## config.mk

```make
export PLATFORM = sky130hd
export DESIGN_NAME = bcd_formatter
export DESIGN_NICKNAME = d
export VERILOG_FILES = /design/src/rtl/bcd_formatter.sv
export SDC_FILE = /design/constraint.sdc
export NUM_CORES = 1
export LEC_CHECK = 0
export BUFFER_PORTS_ARGS = -buffer_cell sky130_fd_sc_hd__buf_2
export CAP_MARGIN = 10
export CORE_MARGIN = 1.5
export CORE_UTILIZATION = 50
export CTS_BUF_LIST = sky130_fd_sc_hd__clkbuf_4 sky130_fd_sc_hd__clkbuf_8
export DETAILED_ROUTE_END_ITERATION = 8
export HOLD_SLACK_MARGIN = 0.08
export PLACE_DENSITY_LB_ADDON = 0.25
export SETUP_SLACK_MARGIN = 0.3
export SLEW_MARGIN = 20
export SYNTH_ARGS = -nofsm -noshare
export SYNTH_HDL_FRONTEND = slang
export SYNTH_SLANG_ARGS = --single-unit
```

## constraint.sdc

```tcl
create_clock -name clk -period 7 [get_ports clk]
set_input_delay 1.4 -clock clk [delete_from_list [all_inputs] [get_ports clk]]
set_output_delay 1.4 -clock clk [all_outputs]
set_load 0.005 [all_outputs]
```

## src/rtl/bcd_formatter.sv

```systemverilog
// Purpose: converts a 14-bit binary value to four BCD digits with leading-zero blanking and an overflow marker, plus a free-running display-scan tick.
// Latency: fixed 15 cycles from an accepted start to the done pulse, independent of value.
// Backpressure: none; a start while busy is dropped, not queued. Outputs hold until the next done.
module bcd_formatter #(
  parameter int SCAN_DIV = 50000
) (
  input  logic        clk,
  input  logic        reset,
  input  logic        start,
  input  logic [13:0] value,
  input  logic        lz_en,
  output logic        busy,
  output logic        done,
  output logic        overflow,
  output logic [3:0]  digit0,
  output logic [3:0]  digit1,
  output logic [3:0]  digit2,
  output logic [3:0]  digit3,
  output logic [3:0]  blank,
  output logic        scan_tick
);

  localparam int SW = (SCAN_DIV > 1) ? $clog2(SCAN_DIV) : 1;
  localparam logic [SW-1:0] SCAN_LAST = SW'(SCAN_DIV - 1);

  typedef enum logic [1:0] {IDLE, CONVERT, UPDATE} state_t;

  state_t      state;
  logic [13:0] shreg;
  logic [15:0] bcd;
  logic [15:0] bcd_adj;
  logic [3:0]  iter;
  logic        lz_q;
  logic        ovf_q;
  logic [3:0]  blank_nxt;
  logic [SW-1:0] scan_cnt;
  logic [SW-1:0] scan_nxt;

  // Double-dabble correction: bump every nibble of 5 or more by 3 before the shift.
  always_comb begin
    bcd_adj = bcd;
    for (int i = 0; i < 4; i++) begin
      if (bcd[4*i +: 4] >= 4'd5) begin
        bcd_adj[4*i +: 4] = bcd[4*i +: 4] + 4'd3;
      end
    end
  end

  // Leading-zero mask chains down from the thousands digit; units digit is never blanked.
  always_comb begin
    blank_nxt    = 4'b0000;
    blank_nxt[3] = lz_q & (bcd[15:12] == 4'd0);
    blank_nxt[2] = blank_nxt[3] & (bcd[11:8] == 4'd0);
    blank_nxt[1] = blank_nxt[2] & (bcd[7:4] == 4'd0);
  end

  // Conversion FSM: capture, 14 add-3/shift iterations, then register the display outputs.
  always_ff @(posedge clk or posedge reset) begin
    if (reset) begin
      state    <= IDLE;
      shreg    <= '0;
      bcd      <= '0;
      iter     <= '0;
      lz_q     <= 1'b0;
      ovf_q    <= 1'b0;
      busy     <= 1'b0;
      done     <= 1'b0;
      overflow <= 1'b0;
      digit0   <= 4'd0;
      digit1   <= 4'd0;
      digit2   <= 4'd0;
      digit3   <= 4'd0;
      blank    <= 4'b1111;
    end else begin
      done <= 1'b0;
      case (state)
        IDLE: begin
          if (start) begin
            shreg <= value;
            bcd   <= '0;
            iter  <= '0;
            lz_q  <= lz_en;
            ovf_q <= (value > 14'd9999);
            busy  <= 1'b1;
            state <= CONVERT;
          end
        end
        CONVERT: begin
          bcd   <= {bcd_adj[14:0], shreg[13]};
          shreg <= {shreg[12:0], 1'b0};
          iter  <= iter + 4'd1;
          if (iter == 4'd13) begin
            state <= UPDATE;
          end
        end
        UPDATE: begin
          if (ovf_q) begin
            digit0 <= 4'hE;
            digit1 <= 4'hE;
            digit2 <= 4'hE;
            digit3 <= 4'hE;
            blank  <= 4'b0000;
          end else begin
            digit0 <= bcd[3:0];
            digit1 <= bcd[7:4];
            digit2 <= bcd[11:8];
            digit3 <= bcd[15:12];
            blank  <= blank_nxt;
          end
          overflow <= ovf_q;
          done     <= 1'b1;
          busy     <= 1'b0;
          state    <= IDLE;
        end
        default: begin
          state <= IDLE;
          busy  <= 1'b0;
        end
      endcase
    end
  end

  assign scan_nxt = (scan_cnt == SCAN_LAST) ? '0 : scan_cnt + SW'(1);

  // Free-running scan divider; the tick register mirrors "counter at its last value".
  always_ff @(posedge clk or posedge reset) begin
    if (reset) begin
      scan_cnt  <= '0;
      scan_tick <= 1'b0;
    end else begin
      scan_cnt  <= scan_nxt;
      scan_tick <= (scan_nxt == SCAN_LAST);
    end
  end

endmodule

```

Word level (Yosys, flattened, before mapping)
Cells that the tools add are included.
{"block": "op_classes", "n_addsub": 6, "order_cmp": 5, "eq_ne": 7, "mux": 22, "bitwise": 4, "n_reduce_logical": 9}
{"operator": "two-way mux 4 bit", "n": 9}
{"operator": "equality test 16 bit, second input constant", "n": 2}
{"operator": "two-way mux 16 bit", "n": 2}
{"operator": "one-hot mux 16 bit (2 select lines)", "n": 1}
{"operator": "one-hot mux 14 bit (2 select lines)", "n": 1}
{"operator": "adder 16 x 1 -> 16 bit, second input constant", "n": 1}
{"operator": "greater-or-equal comparator 4 x 3 -> 1 bit, second input constant", "n": 4}
{"operator": "greater-than comparator 14 bit, second input constant", "n": 1}
{"operator": "two-way mux 14 bit", "n": 1}
{"operator": "adder 4 x 2 -> 4 bit, second input constant", "n": 3}
{"operator": "logical NOT 4 bit", "n": 3}
{"operator": "one-hot mux 4 bit (2 select lines)", "n": 1}
{"operator": "AND reduction 2 bit", "n": 4}
{"operator": "adder 4 x 1 -> 4 bit, second input constant", "n": 1}
{"operator": "equality test 4 bit, second input constant", "n": 1}
{"operator": "two-way mux 2 bit", "n": 2}
{"operator": "inequality test 2 bit, second input constant", "n": 2}
{"operator": "one-hot mux 2 bit (2 select lines)", "n": 1}
{"operator": "adder 3 x 2 -> 3 bit, second input constant", "n": 1}
{"operator": "AND 1 bit", "n": 3}
{"operator": "two-way mux 3 bit", "n": 1}
{"operator": "equality test 2 x 1 -> 1 bit, second input constant", "n": 1}
{"operator": "equality test 2 bit, second input constant", "n": 1}
{"operator": "logical NOT 2 bit", "n": 1}
{"operator": "other kinds (4)", "n": 5}
{"block": "word_totals", "reg_bits": 78, "input_bits": 18, "out_inout_bits": 24, "word_cells": 69}

Depth between registers and ports, before layout
Gate-level depths: netlist (run 1).
{"block": "logic_depth", "word_depth": 5, "mapped_depth": 7, "mapped_depth_nobuf": 7}

Least setup slack after synthesis (run 1)
OpenSTA, ideal clock, no wires.
{"block": "synth_path", "kind": "input -> register", "start": "input start", "end": "register lz_q", "setup_ns": 0.125, "t_arrival_ns": 2.039, "t_required_ns": 6.875, "setup_slack_ns": 4.837, "stages": 3, "path_buffers": 0, "path_cell_list": "nor2b_1 > nand2b_1 > mux2_2"}
{"block": "synth_via", "elab_chain_cells": 1}
{"element": "start, declared", "line": "9", "rtl": "input logic start,"}
{"element": "AND reduction 2 bit (no source line)"}
{"element": "end signal, assigned", "line": "82", "rtl": "lz_q <= lz_en;"}
{"element": "end, declared", "line": "33", "rtl": "logic lz_q;"}
No other way between the ends.
A chain may end at the register's enable or synchronous reset.

Worst setup path in the final report (run 1)
Ends and elaborated chain as after synthesis.

==> qor.json, run 1 <==
{
  "cts.sinks": {"value": 78},
  "worst-path-max-fanout": {"value": 12},
  "synthDominantAreaCellType": {"value": "sky130_fd_sc_hd__dfrtp_1"},
  "totalWireLength": {"value": 7150, "unit": "um"},
  "ir_worst_vdd": {"value": 0.168, "unit": "mV"},
  "p_clk_frac": {"value": 0.211},
  "clock_tree_from_tritoncts": {"value": "built"},
  "yosys_register_bits": {"value": 78},
  "layout_min_cycle_time": {"value": 2.64, "unit": "ns"},
  "grt_overflow_total": {"value": 0},
  "grt_use_total": {"value": 0.188},
  "cts_root_buffer": {"value": "sky130_fd_sc_hd__clkbuf_8"},
  "hpwlAfterDp": {"value": 4850, "unit": "um"},
  "status": {"value": "complete, no violations"},
  "maxSlewViolCount": {"value": 0},
  "post-route-drc-count": {"value": 0},
  "drt_first_iter_violations": {"value": 193},
  "worstPathRequired": {"value": 7.22, "unit": "ns"},
  "grt_pass1_vias": {"value": 2613},
  "mappedNetlistArea": {"value": 3760, "unit": "um2"},
  "detail-route-antenna-nets": {"value": 0},
  "post_cts.resized_instances": {"value": 0},
  "total_power": {"value": 1.46, "unit": "mW"},
  "post_synth_inst_count": {"value": 393},
  "tns_setup": {"value": 0, "unit": "ns"},
  "arrival": {"value": 2.86, "unit": "ns"},
  "pwr-share-seq": {"value": 0.490},
  "cts_hold_buffers_added": {"value": 0},
  "hold_class": {"value": "reg -> reg"},
  "synth_edf_count": {"value": 0},
  "start_util": {"value": 0.519},
  "n_antenna_cell": {"value": 0},
  "worstMarginPinSlew": {"value": 0.834, "unit": "ns"},
  "timing_worst_setup_path_type": {"value": "in -> reg"},
  "power.density_cell_area": {"value": 343, "unit": "nW/um2"},
  "cell_internal_pwr": {"value": 0.937, "unit": "mW"},
  "timing.clock.skew": {"value": 0.0122, "unit": "ns"},
  "synth_cell_type_count": {"value": 43},
  "cts_post_setup_buffers_inserted": {"value": 0},
  "num_vias": {"value": 2832},
  "yosys_most_used_dff": {"value": "sky130_fd_sc_hd__dfrtp_1"},
  "grt_first_pass_wirelength": {"value": 12400, "unit": "um"},
  "globalplace.congestion": {"value": 0.841},
  "cts_buffer_depth": {"value": 2},
  "finalCritPeriodShare": {"value": 0.377},
  "synth.most_common_cell": {"value": "sky130_fd_sc_hd__dfrtp_1"},
  "crit_family": {"value": "simple AND/OR/NAND/NOR gates"},
  "core_region_area": {"value": 7250, "unit": "um2"},
  "cts_max_level": {"value": 3},
  "netlist_top_cells_area": {"value": "sky130_fd_sc_hd__dfrtp_1, sky130_fd_sc_hd__o21ai_0, sky130_fd_sc_hd__nand2_1"},
  "critPathMaxStageDelay": {"value": 0.68, "unit": "ns"},
  "report.final.setup_viol": {"value": 0},
  "numPlacedInstances": {"value": 517},
  "cell_chain_critical_path": {"value": "buf_2 -> nor2b_1 -> nand2b_1 -> mux2_2"},
  "finalNonFillerCells": {"value": 533},
  "yosysSeqAreaShare": {"value": 0.520},
  "combinationalPowerShare": {"value": 0.299},
  "die_w": {"value": 89.7, "unit": "um"},
  "die_area": {"value": 8050, "unit": "um2"},
  "synth_commonest_cells": {"value": "sky130_fd_sc_hd__dfrtp_1, sky130_fd_sc_hd__nand2_1, sky130_fd_sc_hd__o21ai_0"},
  "asyncSetResetFlopFracSynth": {"value": 1.00},
  "clk_pin_slew_worst_paths": {"value": 0.07, "unit": "ns"},
  "wp_buf_inv": {"value": 1},
  "total_switching_power": {"value": 0.522, "unit": "mW"},
  "vertical_extent_of_the_die": {"value": 89.7, "unit": "um"},
  "synth_top_area_frac": {"value": 0.492},
  "routed_via_density": {"value": 5.31},
  "rsz_0062_raised_after_global_routing": {"value": "no"},
  "max_clock_freq": {"value": 0.379, "unit": "GHz"},
  "power.switching_fraction": {"value": 0.358},
  "drive_gt1_frac": {"value": 0.168},
  "hold_viol": {"value": 0},
  "worst_skew_pair.late_latency": {"value": 0.34, "unit": "ns"},
  "row_count": {"value": 31},
  "worst_slew_margin_rel": {"value": 0.443},
  "yosysWarnings": {"value": 0},
  "grt_antenna_before_repair": {"value": 0},
  "timing.max_cap.violations": {"value": 0},
  "syn-mean-instance-area": {"value": 9.57, "unit": "um2"},
  "place.port_buffers": {"value": 41},
  "detail_routed_net_length_per_standard_cell": {"value": 13.4, "unit": "um"},
  "cp-end-kind": {"value": "flip-flop"},
  "leakage_power_total": {"value": 2.02, "unit": "nW"},
  "postSynthNetCount": {"value": 425},
  "io_pins": {"value": 42},
  "layout.core_utilization": {"value": 0.586},
  "cts_made_buffers": {"value": 9},
  "cpMaxStageDelayCell": {"value": "sky130_fd_sc_hd__nor2b_1"},
  "setup.worst_path.start_class": {"value": "primary input"},
  "area.growth.synth_to_final": {"value": 12.9, "unit": "%"},
  "detailedRoute.firstPassIterationCount": {"value": 4},
  "final_nets": {"value": 462},
  "pin_count_of_the_biggest_net_entering_global_routing": {"value": 79}
}
## power groups by stage
stage / Sequential (mW) / Combinational [mW] / Clock [mW]
final: 0.715 / 0.436 / 0.308
after global routing: 0.737 / 0.505 / 0.336
after CTS: 0.714 / 0.437 / 0.317
after detailed placement: 0.723 / 0.435 / 0
after global placement: 0.716 / 0.418 / 0
after floorplan: 0.673 / 0.340 / 0
## worst paths after layout
check | startpoint | endpoint | slack (ns) | cells after the start
setup / recovery | start | lz_q | 4.36 | 4
hold / removal | digit0[2] | digit0[2] | 0.48 | 2
hold reg to reg | digit0[2] | digit0[2] | 0.48 | 2
setup reg to reg | state[0] | blank[1] | 4.86 | 6
max in group asynchronous | reset | blank[1] | 5.30 | 4
min in group asynchronous | reset | scan_cnt[13] | 1.07 | 3
## cell usage in the layout, fill, tap and decap left out, types with 2 or more instances in the layout
cell type / n
sky130_fd_sc_hd__nand4_1: 2
sky130_fd_sc_hd__nor2_1: 36
sky130_fd_sc_hd__and3b_1: 3
sky130_fd_sc_hd__clkbuf_4: 3
sky130_fd_sc_hd__and2_1: 2
sky130_fd_sc_hd__or3_1: 4
sky130_fd_sc_hd__nor4_1: 2
sky130_fd_sc_hd__nor3b_1: 3
sky130_fd_sc_hd__inv_1: 14
sky130_fd_sc_hd__buf_2: 41
sky130_fd_sc_hd__a22oi_1: 10
sky130_fd_sc_hd__clkbuf_8: 11
sky130_fd_sc_hd__dfrtp_1: 74
sky130_fd_sc_hd__o211ai_1: 2
sky130_fd_sc_hd__nor2b_1: 4
sky130_fd_sc_hd__dfstp_2: 4
sky130_fd_sc_hd__a21o_1: 3
sky130_fd_sc_hd__a21oi_1: 13
sky130_fd_sc_hd__buf_4: 3
sky130_fd_sc_hd__xnor2_1: 10
sky130_fd_sc_hd__and3_1: 2
sky130_fd_sc_hd__nor3_1: 9
sky130_fd_sc_hd__xor2_1: 7
sky130_fd_sc_hd__nand2b_1: 7
sky130_fd_sc_hd__nand4_4: 2
sky130_fd_sc_hd__ha_1: 14
sky130_fd_sc_hd__o31ai_1: 6
sky130_fd_sc_hd__o21ai_0: 51
sky130_fd_sc_hd__nand2_1: 61
sky130_fd_sc_hd__nand3_1: 13
## sequential cells by signal, summed over array words and instances, names as in the netlist, 2 cells and up
name / cells
state: 2
shreg: 14
digit0: 4
digit1: 4
digit3: 4
iter: 4
digit2: 4
scan_cnt: 16
bcd: 16
blank: 4
## layer usage
layer / global-route usage / share of wire / up-vias
met5: 0 / 0 / -
met4: 0.0741 / 0.013 / 0
met3: 0.0288 / 0.033 / 6
li1: - / - / 1423
met1: 0.279 / 0.52 / 1349
met2: 0.277 / 0.43 / 54
## worst reg2reg max path, cell delays in order (launching register included)
cell                       delay (ns)
sky130_fd_sc_hd__dfrtp_1         0.73
sky130_fd_sc_hd__nand2b_1        0.18
sky130_fd_sc_hd__buf_4           0.31
sky130_fd_sc_hd__nor3_1          0.14
sky130_fd_sc_hd__and4b_1         0.27
sky130_fd_sc_hd__and3_1          0.20
sky130_fd_sc_hd__a32o_1          0.25
## layout make-up
cell class	instances	area, um2
well taps	99	124
multi-input cells	281	1680
clock inverters	1	5.00
fillers	647	3000
inverters	15	56.3
clock buffers	14	174
flip-flops and latches	78	1960
repair buffers	45	255
## cells by family (layout without fill, tap and decap cells)
kind of cell    count (synthesis)  count (layout)  synth area share
simple gates                  158             158             0.210
compound gates                 91              91             0.146
flops                          78              78             0.520
buf+inv                        34              75            0.0349
xor+xnor                       17              17            0.0396
fa+ha+maj                      14              14            0.0466
mux                             1               1           0.00299
## per-stage QoR
stage	setup slack (ns)	cell area, um2	hold WS, ns
6_report	4.36	4250	0.477
4_1_cts	4.37	4220	0.483
5_1_grt	4.26	4250	0.500
3_3_place_gp	4.10	4040	0.455
2_1_floorplan	3.61	3760	0.449
3_5_place_dp	4.02	4040	0.465
Power figures use the tool's default switching activity.
==> run 2, diff against run 1 <==
- clock period: 7 -> 2.6 ns (I/O delays scaled with it)
==> qor.json, run 2 (same netlist as run 1, synthesis figures left out) <==
{
  "power.switching_fraction": {"value": 0.355, "change": "was 0.358"},
  "maxSlewViolCount": {"value": 0, "change": "unchanged"},
  "cts_max_level": {"value": 3, "change": "unchanged"},
  "drive_gt1_frac": {"value": 0.175, "change": "was 0.168"},
  "cp-end-kind": {"value": "flip-flop", "change": "unchanged"},
  "ir_worst_vdd": {"value": 0.594, "unit": "mV", "change": "was 0.168 mV"},
  "rsz_0062_raised_after_global_routing": {"value": "no", "change": "unchanged"},
  "worst-path-max-fanout": {"value": 7, "change": "was 12"},
  "grt_pass1_vias": {"value": 2671, "change": "was 2613"},
  "drt_first_iter_violations": {"value": 161, "change": "was 193"},
  "arrival": {"value": 2.25, "unit": "ns", "change": "was 2.86 ns"},
  "clock_tree_from_tritoncts": {"value": "built", "change": "unchanged"},
  "whs_path_depth": {"value": 3, "change": "was 2"},
  "layout_min_cycle_time": {"value": 1.99, "unit": "ns"},
  "worstRegToRegCells": {"value": 6, "change": "unchanged"},
  "area.growth.synth_to_final": {"value": 15.1, "unit": "%", "change": "was 12.9%"},
  "totalWireLength": {"value": 7410, "unit": "um", "change": "was 7150 um"},
  "detailedRoute.firstPassIterationCount": {"value": 4, "change": "unchanged"},
  "worstMarginPinSlew": {"value": 0.796, "unit": "ns", "change": "was 0.834 ns"},
  "die_w": {"value": 89.7, "unit": "um", "change": "unchanged"},
  "power.density_cell_area": {"value": 965, "unit": "nW/um2", "change": "was 343 nW/um2"},
  "final_cell_area": {"value": 4330, "unit": "um2", "change": "was 4250 um2"},
  "start_util": {"value": 0.519, "change": "unchanged"},
  "finalCritPeriodShare": {"value": 0.766},
  "routed_via_density": {"value": 5.21, "change": "was 5.31"},
  "r2r_end": {"value": "scan_tick", "change": "was blank[1]"},
  "combinationalPowerShare": {"value": 0.295, "change": "was 0.299"},
  "grt_antenna_before_repair": {"value": 0, "change": "unchanged"},
  "worst_slew_margin_rel": {"value": 0.468, "change": "was 0.443"},
  "grt_first_pass_wirelength": {"value": 12900, "unit": "um", "change": "was 12400 um"},
  "timing_worst_setup_path_type": {"value": "reg -> reg", "change": "was in -> reg"},
  "critical_path_cell_count": {"value": 6, "change": "was 4"},
  "crit-reg2reg-launch": {"value": "scan_cnt[0]", "change": "was state[0]"},
  "cell_chain_critical_path": {"value": "ha_1 -> nand3_2 -> nor2_1 -> nand2_1 -> or3_1 -> a2111oi_4", "change": "was buf_2 -> nor2b_1 -> nand2b_1 -> mux2_2"},
  "cts.sinks": {"value": 78, "change": "unchanged"},
  "timing.clock.skew": {"value": 0.0123, "unit": "ns", "change": "was 0.0122 ns"},
  "layout_top_registers": {"value": "bcd: 16 flops, scan_cnt: 16 flops, shreg: 14 flops", "change": "unchanged"},
  "num_vias": {"value": 2804, "change": "was 2832"},
  "cts_made_buffers": {"value": 9, "change": "unchanged"},
  "n_antenna_cell": {"value": 0, "change": "unchanged"},
  "timing.max_cap.violations": {"value": 0, "change": "unchanged"},
  "setup.worst_path.start_class": {"value": "flip-flop", "change": "was primary input"},
  "pin_count_of_the_biggest_net_entering_global_routing": {"value": 47, "change": "was 79"},
  "leakage_power_total": {"value": 2.04, "unit": "nW", "change": "was 2.02 nW"},
  "cell_internal_pwr": {"value": 2.69, "unit": "mW", "change": "was 0.937 mW"},
  "globalplace.congestion": {"value": 0.826, "change": "was 0.841"},
  "layout.core_utilization": {"value": 0.597, "change": "was 0.586"},
  "hold_class": {"value": "in -> reg", "change": "was reg -> reg"},
  "p_clk_frac": {"value": 0.249, "change": "was 0.211"},
  "clk_pin_slew_worst_paths": {"value": 0.09, "unit": "ns", "change": "was 0.07 ns"},
  "ff2ff_setup_slack": {"value": 0.61, "unit": "ns", "change": "was 4.86 ns"},
  "total_switching_power": {"value": 1.48, "unit": "mW", "change": "was 0.522 mW"},
  "critPathMaxStageDelay": {"value": 0.45, "unit": "ns", "change": "was 0.68 ns"},
  "grt_use_total": {"value": 0.199, "change": "was 0.188"},
  "vertical_extent_of_the_die": {"value": 89.7, "unit": "um", "change": "unchanged"},
  "cpMaxStageDelayCell": {"value": "sky130_fd_sc_hd__dfrtp_1", "change": "was sky130_fd_sc_hd__nor2b_1"},
  "die_area": {"value": 8050, "unit": "um2", "change": "unchanged"},
  "hpwlAfterDp": {"value": 5070, "unit": "um", "change": "was 4850 um"},
  "max_clock_freq": {"value": 0.502, "unit": "GHz"},
  "wp_buf_inv": {"value": 0, "change": "was 1"},
  "total_power": {"value": 4.18, "unit": "mW", "change": "was 1.46 mW"},
  "place.port_buffers": {"value": 41, "change": "unchanged"},
  "hold_viol": {"value": 0, "change": "unchanged"},
  "pwr-share-seq": {"value": 0.456, "change": "was 0.490"},
  "crit_family": {"value": "simple AND/OR/NAND/NOR gates", "change": "unchanged"},
  "tns_setup": {"value": 0, "unit": "ns", "change": "unchanged"},
  "report.final.setup_viol": {"value": 0, "change": "unchanged"},
  "worstPathRequired": {"value": 2.86, "unit": "ns", "change": "was 7.22 ns"},
  "layout.cells.most_common_list": {"value": "sky130_fd_sc_hd__dfrtp_1, sky130_fd_sc_hd__nand2_1, sky130_fd_sc_hd__o21ai_0", "change": "unchanged"},
  "io_pins": {"value": 42, "change": "unchanged"},
  "commonest_non_fill_non_tap_cell_in_the_layout": {"value": "sky130_fd_sc_hd__dfrtp_1", "change": "unchanged"},
  "worst_hold_slack": {"value": 0.406, "unit": "ns", "change": "was 0.477 ns"},
  "core_region_area": {"value": 7250, "unit": "um2", "change": "unchanged"},
  "grt_overflow_total": {"value": 0, "change": "unchanged"},
  "worst_skew_pair.late_latency": {"value": 0.36, "unit": "ns", "change": "was 0.34 ns"},
  "cts_buffer_depth": {"value": 2, "change": "unchanged"},
  "detail_routed_net_length_per_standard_cell": {"value": 13.8, "unit": "um", "change": "was 13.4 um"},
  "detail-route-antenna-nets": {"value": 0, "change": "unchanged"},
  "post-route-drc-count": {"value": 0, "change": "unchanged"},
  "final_nets": {"value": 466, "change": "was 462"},
  "detailed_place.area": {"value": 4090, "unit": "um2", "change": "was 4040 um2"},
  "status": {"value": "complete, no violations", "change": "unchanged"},
  "row_count": {"value": 31, "change": "unchanged"},
  "worstHoldStart": {"value": "value[0]", "change": "was digit0[2]"},
  "cts_root_buffer": {"value": "sky130_fd_sc_hd__clkbuf_8", "change": "unchanged"},
  "holdPathEnd": {"value": "shreg[0]", "change": "was digit0[2]"}
}
-- run 2: worst max path at each step --
stage | start | endpoint | slack [ns]
6_report | scan_cnt[0] | scan_tick | 0.61
5_1_grt | scan_cnt[0] | scan_tick | 0.44
4_1_cts | scan_cnt[0] | scan_tick | 0.60
3_5_place_dp | start | lz_q | 0.54
3_3_place_gp | start | lz_q | 0.54
2_1_floorplan | scan_cnt[0] | scan_tick | 0.79
-- run 2: power by group through the flow --
stage,Combinational (mW),Sequential [mW],Clock [mW]
finish,1.23,1.91,1.04
global route,1.44,1.96,1.12
CTS,1.24,1.90,1.07
floorplan,0.916,1.81,0
detailed placement,1.23,1.92,0
global placement,1.19,1.91,0
-- run 2: per-stage QoR --
stage	cells	worst slack [ns]
after floorplan	393	0.792
after global placement	521	0.539
after detailed placement	521	0.542
after CTS	538	0.596
after global routing	538	0.435
final	538	0.609
-- run 2: repair_timing --
action / in CTS / in global routing
endpoints found under the hold margin: 2 / 0
hold buffers: 1 / 0
resized for setup: 0 / 0
setup buffers: 0 / 0
-- run 2: final cells by class --
| class | count | area (um2) |
|---|---|---|
| clock buffers | 10 | 138 |
| clock inverters | 6 | 92.6 |
| fillers | 632 | 2920 |
| inverters | 15 | 60.1 |
| multi-input cells | 281 | 1680 |
| flip-flops and latches | 78 | 1960 |
| well taps | 99 | 124 |
| repair buffers | 49 | 280 |
-- run 2: worst min-delay path, stage by stage --
cell	delay, ns
sky130_fd_sc_hd__buf_2	0.09
sky130_fd_sc_hd__inv_1	0.03
sky130_fd_sc_hd__o21ai_0	0.07
-- run 2: routing by layer --
metal | part of all wire | global-route usage | wire (um) | vias to the layer above
met2 | 0.43 | 0.279 | 3200 | 59
met3 | 0.033 | 0.0305 | 246 | 12
met1 | 0.52 | 0.300 | 3830 | 1316
met4 | 0.018 | 0.0966 | 133 | 0
li1 | - | - | - | 1417
met5 | 0 | 0 | 0 | -
